==> src/rtl/fpu_dispatcher.sv <==
// Dispatches one latched FP request (op + two operands) to unit `op` and returns its result.
// Latency: 3 cycles from the accept edge to out_stb, plus unit stall cycles; an illegal op answers after 1 cycle.
// Backpressure: one transaction in flight; in_ack stays low while busy, and the result is held until out_ack.
//
// Ports:
//   clk, reset_n                 clock, asynchronous active-low reset
//   op, in1, in2, in_stb/in_ack  request side; op, in1 and in2 are sampled only on the accept edge
//   out, out_err, out_stb/out_ack  response side; out_err flags an illegal op or a watchdog timeout
//   busy                         high whenever a transaction is in flight (SEND, WAIT, RESP)
//   u_in1, u_in2                 latched operands, broadcast to every unit
//   u_in1_stb/u_in1_ack, u_in2_stb/u_in2_ack  one-hot operand handshakes, one bit per unit
//   u_out, u_out_stb/u_out_ack   unit results (unit k at [k*WIDTH +: WIDTH]) and result handshake
module fpu_dispatcher #(
    parameter int WIDTH     = 32,
    parameter int NUM_UNITS = 9,
    parameter int OP_W      = 4,
    parameter int TIMEOUT   = 1023
) (
    input  logic                       clk,
    input  logic                       reset_n,
    input  logic [OP_W-1:0]            op,
    input  logic [WIDTH-1:0]           in1,
    input  logic [WIDTH-1:0]           in2,
    input  logic                       in_stb,
    output logic                       in_ack,
    output logic [WIDTH-1:0]           out,
    output logic                       out_err,
    output logic                       out_stb,
    input  logic                       out_ack,
    output logic                       busy,
    output logic [WIDTH-1:0]           u_in1,
    output logic [WIDTH-1:0]           u_in2,
    output logic [NUM_UNITS-1:0]       u_in1_stb,
    output logic [NUM_UNITS-1:0]       u_in2_stb,
    input  logic [NUM_UNITS-1:0]       u_in1_ack,
    input  logic [NUM_UNITS-1:0]       u_in2_ack,
    input  logic [NUM_UNITS*WIDTH-1:0] u_out,
    input  logic [NUM_UNITS-1:0]       u_out_stb,
    output logic [NUM_UNITS-1:0]       u_out_ack
);

    // A zero TIMEOUT disables the watchdog; keep the counter at least 1 bit wide.
    localparam int CNT_W = (TIMEOUT > 0) ? $clog2(TIMEOUT + 1) : 1;
    localparam logic [CNT_W-1:0] CNT_LIMIT = CNT_W'(TIMEOUT);

    localparam logic [1:0] IDLE = 2'd0;
    localparam logic [1:0] SEND = 2'd1;
    localparam logic [1:0] WAIT = 2'd2;
    localparam logic [1:0] RESP = 2'd3;

    logic [1:0]           state;
    logic [OP_W-1:0]      sel;
    logic                 p1;
    logic                 p2;
    logic [CNT_W-1:0]     cnt;

    logic [NUM_UNITS-1:0] sel_hot;
    logic [NUM_UNITS-1:0] op_hot;
    logic [WIDTH-1:0]     unit_res;
    logic                 ack1;
    logic                 ack2;
    logic                 res_vld;
    logic                 wd_hit;

    // One-hot decode of the latched select and of the incoming op. An op with
    // no matching unit decodes to all zeros, which is how illegal ops are found.
    always_comb begin
        sel_hot  = '0;
        op_hot   = '0;
        unit_res = '0;
        for (int k = 0; k < NUM_UNITS; k++) begin
            sel_hot[k] = (32'(sel) == 32'(k));
            op_hot[k]  = (32'(op) == 32'(k));
            if (sel_hot[k]) begin
                unit_res = u_out[k*WIDTH +: WIDTH];
            end
        end
    end

    assign ack1    = |(u_in1_ack & sel_hot);
    assign ack2    = |(u_in2_ack & sel_hot);
    assign res_vld = |(u_out_stb & sel_hot);
    assign wd_hit  = (TIMEOUT != 0) && (cnt == CNT_LIMIT);

    // All handshake outputs decode from state, so an asynchronous reset
    // clears them immediately without waiting for a clock edge.
    assign in_ack    = (state == IDLE) && in_stb;
    assign out_stb   = (state == RESP);
    assign busy      = (state != IDLE);
    assign u_in1_stb = (state == SEND && p1) ? sel_hot : '0;
    assign u_in2_stb = (state == SEND && p2) ? sel_hot : '0;
    assign u_out_ack = (state == WAIT) ? (u_out_stb & sel_hot) : '0;

    always_ff @(posedge clk or negedge reset_n) begin
        if (!reset_n) begin
            state   <= IDLE;
            sel     <= '0;
            p1      <= 1'b0;
            p2      <= 1'b0;
            cnt     <= '0;
            u_in1   <= '0;
            u_in2   <= '0;
            out     <= '0;
            out_err <= 1'b0;
        end else begin
            case (state)
                IDLE: begin
                    if (in_stb) begin
                        sel   <= op;
                        u_in1 <= in1;
                        u_in2 <= in2;
                        cnt   <= '0;
                        if (|op_hot) begin
                            state <= SEND;
                            p1    <= 1'b1;
                            p2    <= 1'b1;
                        end else begin
                            state   <= RESP;
                            out     <= '0;
                            out_err <= 1'b1;
                        end
                    end
                end
                SEND: begin
                    // Only a captured result counts as completion, so an operand
                    // ack landing on the limit edge does not rescue the transaction.
                    if (wd_hit) begin
                        state   <= RESP;
                        p1      <= 1'b0;
                        p2      <= 1'b0;
                        out     <= '0;
                        out_err <= 1'b1;
                    end else begin
                        if (TIMEOUT != 0) begin
                            cnt <= cnt + 1'b1;
                        end
                        if (ack1) begin
                            p1 <= 1'b0;
                        end
                        if (ack2) begin
                            p2 <= 1'b0;
                        end
                        if ((!p1 || ack1) && (!p2 || ack2)) begin
                            state <= WAIT;
                        end
                    end
                end
                WAIT: begin
                    // A result arriving on the limit edge still wins.
                    if (res_vld) begin
                        state   <= RESP;
                        out     <= unit_res;
                        out_err <= 1'b0;
                    end else if (wd_hit) begin
                        state   <= RESP;
                        out     <= '0;
                        out_err <= 1'b1;
                    end else if (TIMEOUT != 0) begin
                        cnt <= cnt + 1'b1;
                    end
                end
                RESP: begin
                    if (out_ack) begin
                        state <= IDLE;
                    end
                end
                default: begin
                    state <= IDLE;
                end
            endcase
        end
    end

endmodule

==> config.mk <==
export PLATFORM = sky130hd
export DESIGN_NAME = fpu_dispatcher
export DESIGN_NICKNAME = d
export VERILOG_FILES = /design/src/rtl/fpu_dispatcher.sv
export SDC_FILE = /design/constraint.sdc
export NUM_CORES = 1
export LEC_CHECK = 0
export CAP_MARGIN = 20
export CORE_AREA = 2 2 198 200
export CTS_BUF_LIST = sky130_fd_sc_hd__clkbuf_2
export CTS_CLUSTER_DIAMETER = 100
export DETAILED_ROUTE_END_ITERATION = 10
export DIE_AREA = 0 0 200 202
export SYNTH_ARGS = -nofsm -noshare
export SYNTH_HDL_FRONTEND = slang
export SYNTH_SLANG_ARGS = --single-unit
==> constraint.sdc <==
create_clock -name clk -period 5.6 [get_ports clk]
set_clock_uncertainty 0.15 [all_clocks]
set_input_delay 1.12 -clock clk [delete_from_list [all_inputs] [get_ports clk]]
set_output_delay 1.12 -clock clk [all_outputs]
set_load 0.005 [all_outputs]
* After elaboration in Yosys (flattened, before gate mapping)
Index checks and enable logic that the tools add are counted.
Cells by class: reduce and logical (&&, ||, !) cells 24, eq/ne operators 29, bitwise gates (word level) 3, add/sub/neg operators 1, mux-type cells 42
Operator list (count):
- 32-bit 2-to-1 mux | 13
- 32-bit case mux with 3 select lines | 1
- 9-bit OR reduction | 4
- 4-bit by 3-bit equality test with 1-bit output (second input constant) | 8
- 10-bit 2-to-1 mux | 3
- 10-bit case mux with 3 select lines | 1
- 9-bit AND | 3
- 9-bit 2-to-1 mux | 3
- 4-bit by 2-bit equality test with 1-bit output (second input constant) | 4
- 2-bit 2-to-1 mux | 7
- 4-bit AND reduction | 3
- 10-bit by 1-bit adder with 10-bit output (second input constant) | 1
- 10-bit equality test (second input constant) | 1
- 1-bit 2-to-1 mux | 10
- 3-bit != test (second input constant) | 3
- 4-bit by 1-bit equality test with 1-bit output (second input constant) | 2
- 4-bit equality test (second input constant) | 2
- 4-bit zero test | 2
- 2-bit case mux with 4 select lines | 1
- 2-bit != test (second input constant) | 3
- 3-bit AND reduction | 2
- 2-bit equality test (second input constant) | 2
- 1-bit logical AND | 4
- 2-bit by 1-bit != test with 1-bit output (second input constant) | 2
- other kinds (10) | 14
Storage, ports and cells: bits of input ports 387, register bits 115, output and inout port bits 127, logic and storage cells 108

* Longest topological paths before layout
Gate-level depths: netlist of the first run.
depth after elaboration 12, gate-level depth with buffers 9, gate-level depth less buffers 8

* Least setup slack after synthesis of the first run
Ideal clock, no wire load.
path type input to output, start point input in_stb, end point output in_ack, data required time 4330 ps, setup slack 2557 ps, arrival 1773 ps, path buffers 1, stages 3, cells stage by stage inv_1 nor2_1 clkbuf_1
On the way: word-level cells in the longest chain between the ends 1
Ends and longest elaborated chain:
- start: declaration | line 24 | input logic in_stb,
- 1-bit logical AND | line 87 | assign in_ack = (state == IDLE) && in_stb;
- end: declaration | line 25 | output logic in_ack,
Every way passes these cells.

* Worst setup path after layout of the first run
start point register sel[3], end point output u_out_ack[7]
On the way: word-level cells in the longest chain between the ends 3
Ends and longest elaborated chain:
- start: declaration | line 52 | logic [OP_W-1:0] sel;
- start signal: assignment | line 109 | sel <= op;
- 4-bit by 3-bit equality test with 1-bit output | line 72 | sel_hot[k] = (32'(sel) == 32'(k));
- 9-bit AND | line 92 | assign u_out_ack = (state == WAIT) ? (u_out_stb & sel_hot) : '0;
- 9-bit 2-to-1 mux | line 92
- end: declaration | line 39 | output logic [NUM_UNITS-1:0] u_out_ack
Every way passes these cells.

==> metrics.md, run 1 <==
| Metric | Value |
|---|---|
| Status | complete, no violations |
| Drt wl/cell | ~21 um |
| CTS buffer count | 17 |
| Final net count | 1537 |
| CP Max Fanout | 31 |
| EDFF count, synth | 0 |
| Total routed wirelength | 35.54 mm |
| Layout fillers | 3869 |
| Setup Fix Bufs, Post-CTS | 0 |
| Final Instance Area | 13320 um^2 |
| Max VDD drop | 0.2193 mV |
| RSZ-0062 raised after global routing | no |
| P&R area growth vs syn | 78.83% |
| Synth Register Bits | 115 |
| Reg clk slew, reported paths | 0.24 ns |
| First-pass GRT wire length | 51.81 mm |
| Critical Path Source Type | flop |
| CP Class | reg2out |
| Antenna Nets Post-Route | 0 |
| Adder-Cell Fraction of Synth Area | just over 1% |
| Port bufs | 513 |
| Final slew viol count | 0 |
| FP Rows | between 70 and 80 |
| Grt ovf | 0 |
| DR iter-0 viols | ~380 |
| Netlist cell types | 60 |
| Pre-antenna DRT Iters | 4 |
| Synth Net Count | 1049 |
| Period utilization | 84.09% |
| Mux contribution to synthesized area | 31.54% |
| Clk buf depth | 2 |
| Max-cap viol count | 0 |
| Async SR Flop Fraction | 100.0% |
| CTS Hold Bufs | 0 |
| CTS Root Cell | clkbuf_2 |
| Sequential element share of the synthesized area | 38.65% |
| Placed inst area | 13070 um^2 |
| Share of the synthesized area in the top cell type | 38.65% |
| Slew of the pin with the lowest slew margin | slightly above 0.9 ns |
| Vias in the first global route | 8077 |
| Largest family of logic cells by synthesized area | multiplexers |
| Worst path required time | 4.33 ns |
| I/O Pins | slightly above 500 |
| Worst setup EP type | output pin |
| # resized after CTS | 0 |
| Initial core utilization | 19.45% |
| Clock sinks | between 100 and 150 |
| Critical Path AT | 3.44 ns |
| Overall global routing resource usage | 17.41% |
| Complex-gate fraction of the synthesized area | 14.62% |
| # H-tree levels | 4 |
| Vias/cell | 4.487 |
| Average size of a mapped cell | about 11 um^2 |
| Die area | between 40000 and 50000 um^2 |
| XOR/XNOR Fraction of Synth Area | 0% |
| Pwr dens | 412.1 nW/um^2 |
| RePlAce Congestion | 0.8246 |
| Synthesized instance count | 656 |
| Top FF cell, synth | dfrtp_1 |
| Largest net degree at the start of global routing | roughly 90 |
| Yosys top cell by area | dfrtp_1 |
| Vias | roughly 7500 |
| Initial antenna violation count | 6 |
| Synth warnings | 0 |
| Worst-Skew Late Latency | between 0.6 and 0.7 ns |
| Final count of hold timing violations | 0 |
| FMAX | 0.2124 GHz |
| Height of the chip | ~200 um |
| Synth area leaders | dfrtp_1 39%, mux4_2 16%, mux2_2 10% |
| Rel. slew slack | 39.32% |
| Core Region | 38290 um^2 |
| Synth Area in Simple Gates | under 10% |
| CTS tree | done |
| Final min period | between 4 and 5 ns |
| Leakage | roughly 0.0051 uW |
| Setup TNS | 0 ns |
| Share of cells above drive strength 1 | 15.66% |
| Mapped cell area | 7446 um^2 |
| Setup violators final | 0 |
| Type of the worst min-delay path | in2async |
| Detail Placement HPWL | 27.97 mm |
| Number of remaining DRC errors | 0 |
| Die X | 200 um |
==> final timing paths <==
kind	cells after the start	slack, ns	start	to
max	6	0.89	sel[3]	u_out_ack[7]
min	1	0.33	reset_n	u_in2[3]
max reg2reg	7	2.32	sel[2]	cnt[7]
max in group asynchronous	2	3.99	reset_n	u_in1[13]
min reg2reg	1	0.36	cnt[6]	cnt[6]
min in group clk	1	0.36	cnt[6]	cnt[6]
==> stage by stage <==
stage | cells | hold WS, ns | worst slack [ns] | utilization [%] | power (uW)
floorplan | 656 | 0.3050 | 2.557 | - | 3413
global placement | 1643 | 0.3275 | 1.720 | 34.13 | 4946
detailed placement | 1643 | 0.3278 | 1.613 | 34.13 | 4974
CTS | 1674 | 0.2362 | 0.7968 | 34.76 | 5618
global route | 1675 | 0.2576 | 0.5649 | 34.76 | 5922
finish | 1677 | 0.3269 | 0.8908 | 34.78 | 5488
==> state kept, by name (all words and copies together) (netlist names) <==
register and cells:
sel 4, u_in2 32, u_in1 32, cnt 10, p2 1, out_err 1, out 32, state 2
p1 1
==> synthesized netlist by cell type (2+ instances only) <==
cell       number
a21oi_1         8
a21oi_2         2
a222oi_1        4
a22o_1         35
a22oi_1         7
a311oi_1        2
a31oi_1         6
and3_1          3
buf_1           4
buf_2          20
buf_4           4
buf_6           4
clkbuf_1       24
dfrtp_1       115
ha_1            6
inv_1          21
mux2_2         67
mux2i_1        40
mux4_2         53
nand2_1        65
nand2b_1        3
nand3_1        15
nand3b_1        4
nand4_1         2
nor2_1         28
nor2b_1         2
nor3_1         20
o211ai_1        7
o21ai_0        33
o21ai_1        11
o22ai_1         3
o2bb2ai_1       2
o311ai_1        2
o31ai_2         4
o32ai_1         2
or2_1           2
or3_1           3
==> per-layer routing <==
| metal | vias to the layer above | GRT usage [%] | wire (um) |
|---|---|---|---|
| li1 | 3485 | - | - |
| met5 | - | 0 | 27 |
| met1 | 3670 | 20.17 | 13700 |
| met4 | 4 | 4.074 | 570 |
| met2 | 339 | 31.56 | 18610 |
| met3 | 27 | 4.705 | 2624 |
==> cell families (layout without fill, tap and decap cells) <==
kind of cell / count (synthesis) / count (layout)
other cells: 0 / 3
mux: 160 / 160
flops: 115 / 115
fa+ha+maj: 6 / 6
compound gates: 144 / 144
buf+inv: 78 / 578
simple gates: 153 / 153
==> critical path, stage by stage (launching register included) <==
cell and delay [ns]:
dfrtp_1 0.40, buf_4 0.23, inv_1 0.44, nand2_1 0.43, nor2_1 0.54, and3_1 0.22
clkdlybuf4s50_1 0.51
==> where the power goes <==
group | internal [uW] | total, uW | leakage [uW] | switching [uW]
combinational | 1840 | 3390 | 0.00352 | 1550
clock | 208 | 606 | 0.000138 | 399
sequential | 1150 | 1500 | 0.00144 | 344
==> area by class of cell <==
type / count / area (um^2) / share of cell area, %
clock inverters: 14 / 153.9 / 1.156
clock buffers: 17 / 85.08 / 0.6390
flip-flops and latches: 115 / 2887 / 21.68
well taps: 518 / 648.1 / 4.867
inverters: 22 / 82.58 / 0.6202
diodes: 3 / 7.507 / 0.05638
repair buffers: 525 / 5226 / 39.25
multi-input cells: 463 / 4225 / 31.73
==> placed cells by master (no fill, tap or decap), types with 3 or more instances in the layout <==
master           synthesis  layout
mux2_2                  67      67
mux4_2                  53      53
dfrtp_1                115     112
inv_1                   21      21
nand2b_1                 3       3
and3_1                   3       3
clkbuf_2                 0      17
nand3_1                 15      15
nand2_1                 65      65
ha_1                     6       6
o21ai_1                 11      11
or3_1                    3       3
o22ai_1                  3       3
clkdlybuf4s50_1          0     512
nor2_1                  28      26
nand3b_1                 4       4
nor3_1                  20      19
o211ai_1                 7       7
o31ai_2                  4       4
clkinv_4                 0       3
buf_4                    4      12
inv_6                    0       4
o21ai_0                 33      33
a31oi_1                  6       6
a21oi_1                  8       8
clkinvlp_4               0       3
mux2i_1                 40      40
a222oi_1                 4       4
a22oi_1                  7       7
diode_2                  0       3
a22o_1                  35      35
Power figures use the tool's default switching activity.
==> inputs of run 2 (changes only) <==
Clock period 5.6 ns to 4.1 ns, I/O delays scaled along.
==> run 2 against run 1 <==
Net effect: sequential share of layout area shrank 0.10 points; final cell count grew 0.54%; cell area grew 0.48%; sequential power grew 27%; clock-buffer cell count is the same; die area is the same; setup slack lost 0.64 ns; register-to-register slack lost 1.2 ns; sequential cell count is the same.
==> metrics.md, run 2 (synthesis results as in run 1) <==
| Metric | Value |
|---|---|
| Die X | 200 um (unchanged) |
| CTS buffer count | 17 (unchanged) |
| Reg clk slew, reported paths | 0.19 ns (was 0.24 ns) |
| Top Layer Used | met5 (unchanged) |
| Wl on met1 | 13.01 mm (was 13.70 mm) |
| Regs by FF count | out: 32 flops, u_in1: 32 flops, u_in2: 32 flops (unchanged) |
| Critical Path Slowest Stage Cell | dfrtp_4 (was nor2_1) |
| CP bufs+invs | 2 (was 3) |
| Rel. slew slack | 38.46% (was 39.32%) |
| Grt ovf | 0 (unchanged) |
| R2r worst-path depth | 7 (unchanged) |
| P&R area growth vs syn | 79.68% (was 78.83%) |
| Met2 wire len | 18.89 mm (was 18.61 mm) |
| Final min period | around 3.8 ns |
| CP delay by family, top | buffers and inverters (was simple AND/OR/NAND/NOR gates) |
| I/O Pins | 514 (unchanged) |
| CTS tree | done (unchanged) |
| Vias in the first global route | 8177 (was 8077) |
| Antenna Nets Post-Route | 0 (unchanged) |
| Hold Path Depth | 1 |
| Share of cells above drive strength 1 | 16.15% (was 15.66%) |
| CP Class | reg2out (unchanged) |
| Drt wl/cell | 20.96 um (was 21.19 um) |
| Reg2Reg Setup Slack | 1.11 ns (was 2.32 ns) |
| Vias/cell | 4.509 (was 4.487) |
| WL met3 | 2.811 mm (was 2.624 mm) |
| Setup violators final | 0 (unchanged) |
| Total routed wirelength | 35.34 mm (was 35.54 mm) |
| Hold worst-path end | u_in1[15] |
| Clk buf depth | 2 (unchanged) |
| Core Region | 38290 um^2 (unchanged) |
| Port bufs | 513 (unchanged) |
| Overall global routing resource usage | 17.33% (was 17.41%) |
| Leakage | 0.005134 uW (was 0.005100 uW) |
| Vias | 7603 (was 7525) |
| Max-cap viol count | 0 (unchanged) |
| FP Rows | 72 (unchanged) |
| Most frequent cells in the layout | 512 x clkdlybuf4s50_1, 112 x dfrtp_1, 67 x mux2_2 (unchanged) |
| Pwr dens | 563.6 nW/um^2 (was 412.1 nW/um^2) |
| FMAX | 0.2599 GHz |
| CP Max Fanout | 31 (unchanged) |
| Layout fillers | 3897 (was 3869) |
| RePlAce Congestion | 0.8499 (was 0.8246) |
| Worst setup EP type | output pin (unchanged) |
| Critical Path Source Type | flop (unchanged) |
| Type of the worst min-delay path | reg2reg (was in2async) |
| Initial antenna violation count | 5 (was 6) |
| CP cell instances | buf_4, nand2b_1, nor3_1, clkdlybuf4s50_1 (was buf_4, inv_1, nand2_1, nor2_1, and3_1, clkdlybuf4s50_1) |
| Post-route setup slack | 0.2527 ns (was 0.8908 ns) |
| Max VDD drop | 0.3142 mV (was 0.2193 mV) |
| # H-tree levels | 4 (unchanged) |
| Placed Cells | 1649 (was 1643) |
| Status | complete, no violations (unchanged) |
| Worst reg2reg endpoint | state[1] (was cnt[7]) |
| Clock sinks | 115 (unchanged) |
| Final slew viol count | 0 (unchanged) |
| Pre-CTS WS | 0.8100 ns (was 1.613 ns) |
| Final count of hold timing violations | 0 (unchanged) |
| Final Non-Filler Cells | 1686 (was 1677) |
| Pre-antenna DRT Iters | 5 (was 4) |
| First-pass GRT wire length | 51.18 mm (was 51.81 mm) |
| RSZ-0062 raised after global routing | no (unchanged) |
| Hold path startpoint | u_in1[15] |
| Initial core utilization | 19.45% (unchanged) |
| Commonest non-fill, non-tap cell in the layout | clkdlybuf4s50_1 (unchanged) |
| Number of remaining DRC errors | 0 (unchanged) |
| Period utilization | 93.84% |
| Final net count | 1544 (was 1537) |
| Largest net degree at the start of global routing | 80 (was 91) |
| Critical Path AT | 2.88 ns (was 3.44 ns) |
| CTS Root Cell | clkbuf_2 (unchanged) |
| Worst R2R Start | sel[1] (was sel[2]) |
| Slowest cell delay on critical path | 0.64 ns (was 0.54 ns) |
| Setup TNS | 0 ns (unchanged) |
| Detail Placement HPWL | 28.00 mm (was 27.97 mm) |
| Worst path required time | 3.13 ns (was 4.33 ns) |
| DR iter-0 viols | 341 (was 381) |
| Height of the chip | 202 um (unchanged) |
| Die area | 40400 um^2 (unchanged) |
| Setup Fix Bufs, Post-CTS | 0 (unchanged) |
| Worst-Skew Late Latency | 0.75 ns (was 0.68 ns) |
| Slew of the pin with the lowest slew margin | 0.9231 ns (was 0.9102 ns) |
-- run 2: worst max path at each step --
| stage | from | end | slack [ns] | cells past startpoint |
|---|---|---|---|---|
| 5_1_grt | sel[1] | u_in1_stb[6] | 0.03 | 4 |
| 4_1_cts | state[1] | u_in2_stb[8] | 0.10 | 5 |
| 3_5_place_dp | u_out_stb[4] | cnt[6] | 0.81 | 7 |
| 6_report | sel[1] | u_in2_stb[5] | 0.25 | 4 |
| 2_1_floorplan | sel[1] | u_out_ack[8] | 1.51 | 5 |
| 3_3_place_gp | u_out_stb[5] | cnt[5] | 0.89 | 7 |
-- run 2: layer usage --
| layer | up-vias | global-route usage [%] |
|---|---|---|
| li1 | 3504 | - |
| met1 | 3698 | 19.06 |
| met2 | 370 | 31.88 |
| met3 | 29 | 5.156 |
| met4 | 2 | 4.894 |
| met5 | - | 0 |
-- run 2: area by class of cell --
type / count / area [um^2] / area share (%)
antenna: 4 / 10.01 / 0.07482
clock buffer: 17 / 85.08 / 0.6359
multi-input combinational: 463 / 4228 / 31.60
sequential: 115 / 2887 / 21.57
clock inverter: 15 / 157.7 / 1.178
timing repair buffer: 532 / 5281 / 39.47
tap: 518 / 648.1 / 4.844
inverter: 22 / 82.58 / 0.6172
-- run 2: per-stage QoR --
step	area (um^2)	util (%)	hold slack, ns	total power [uW]
finish	13380	34.94	0.3765	7541
floorplan	7446	-	0.3050	4662
global placement	13110	34.25	0.3283	6803
global route	13380	34.94	0.3837	8107
detailed placement	13110	34.25	0.3400	6846
CTS	13370	34.91	0.3730	7704
-- run 2: timing repair --
item,4_1_cts,5_1_grt
setup endpoints to repair,0,9
resized for setup,0,1
hold endpoints to repair,77,0
hold buffers,1,0
-- run 2: power breakdown --
part	leakage, uW	internal, uW	switching [uW]
sequential	0.00144	1580	337
clock	0.000139	286	528
combinational	0.00356	2540	2280
total	0.00513	4400	3140
==> inputs of run 3 (changes only) <==
Settings changed: HOLD_SLACK_MARGIN from default to 0.1.
==> results of run 3 <==
No change in the layout: final DEF, timing and power equal those of run 2.
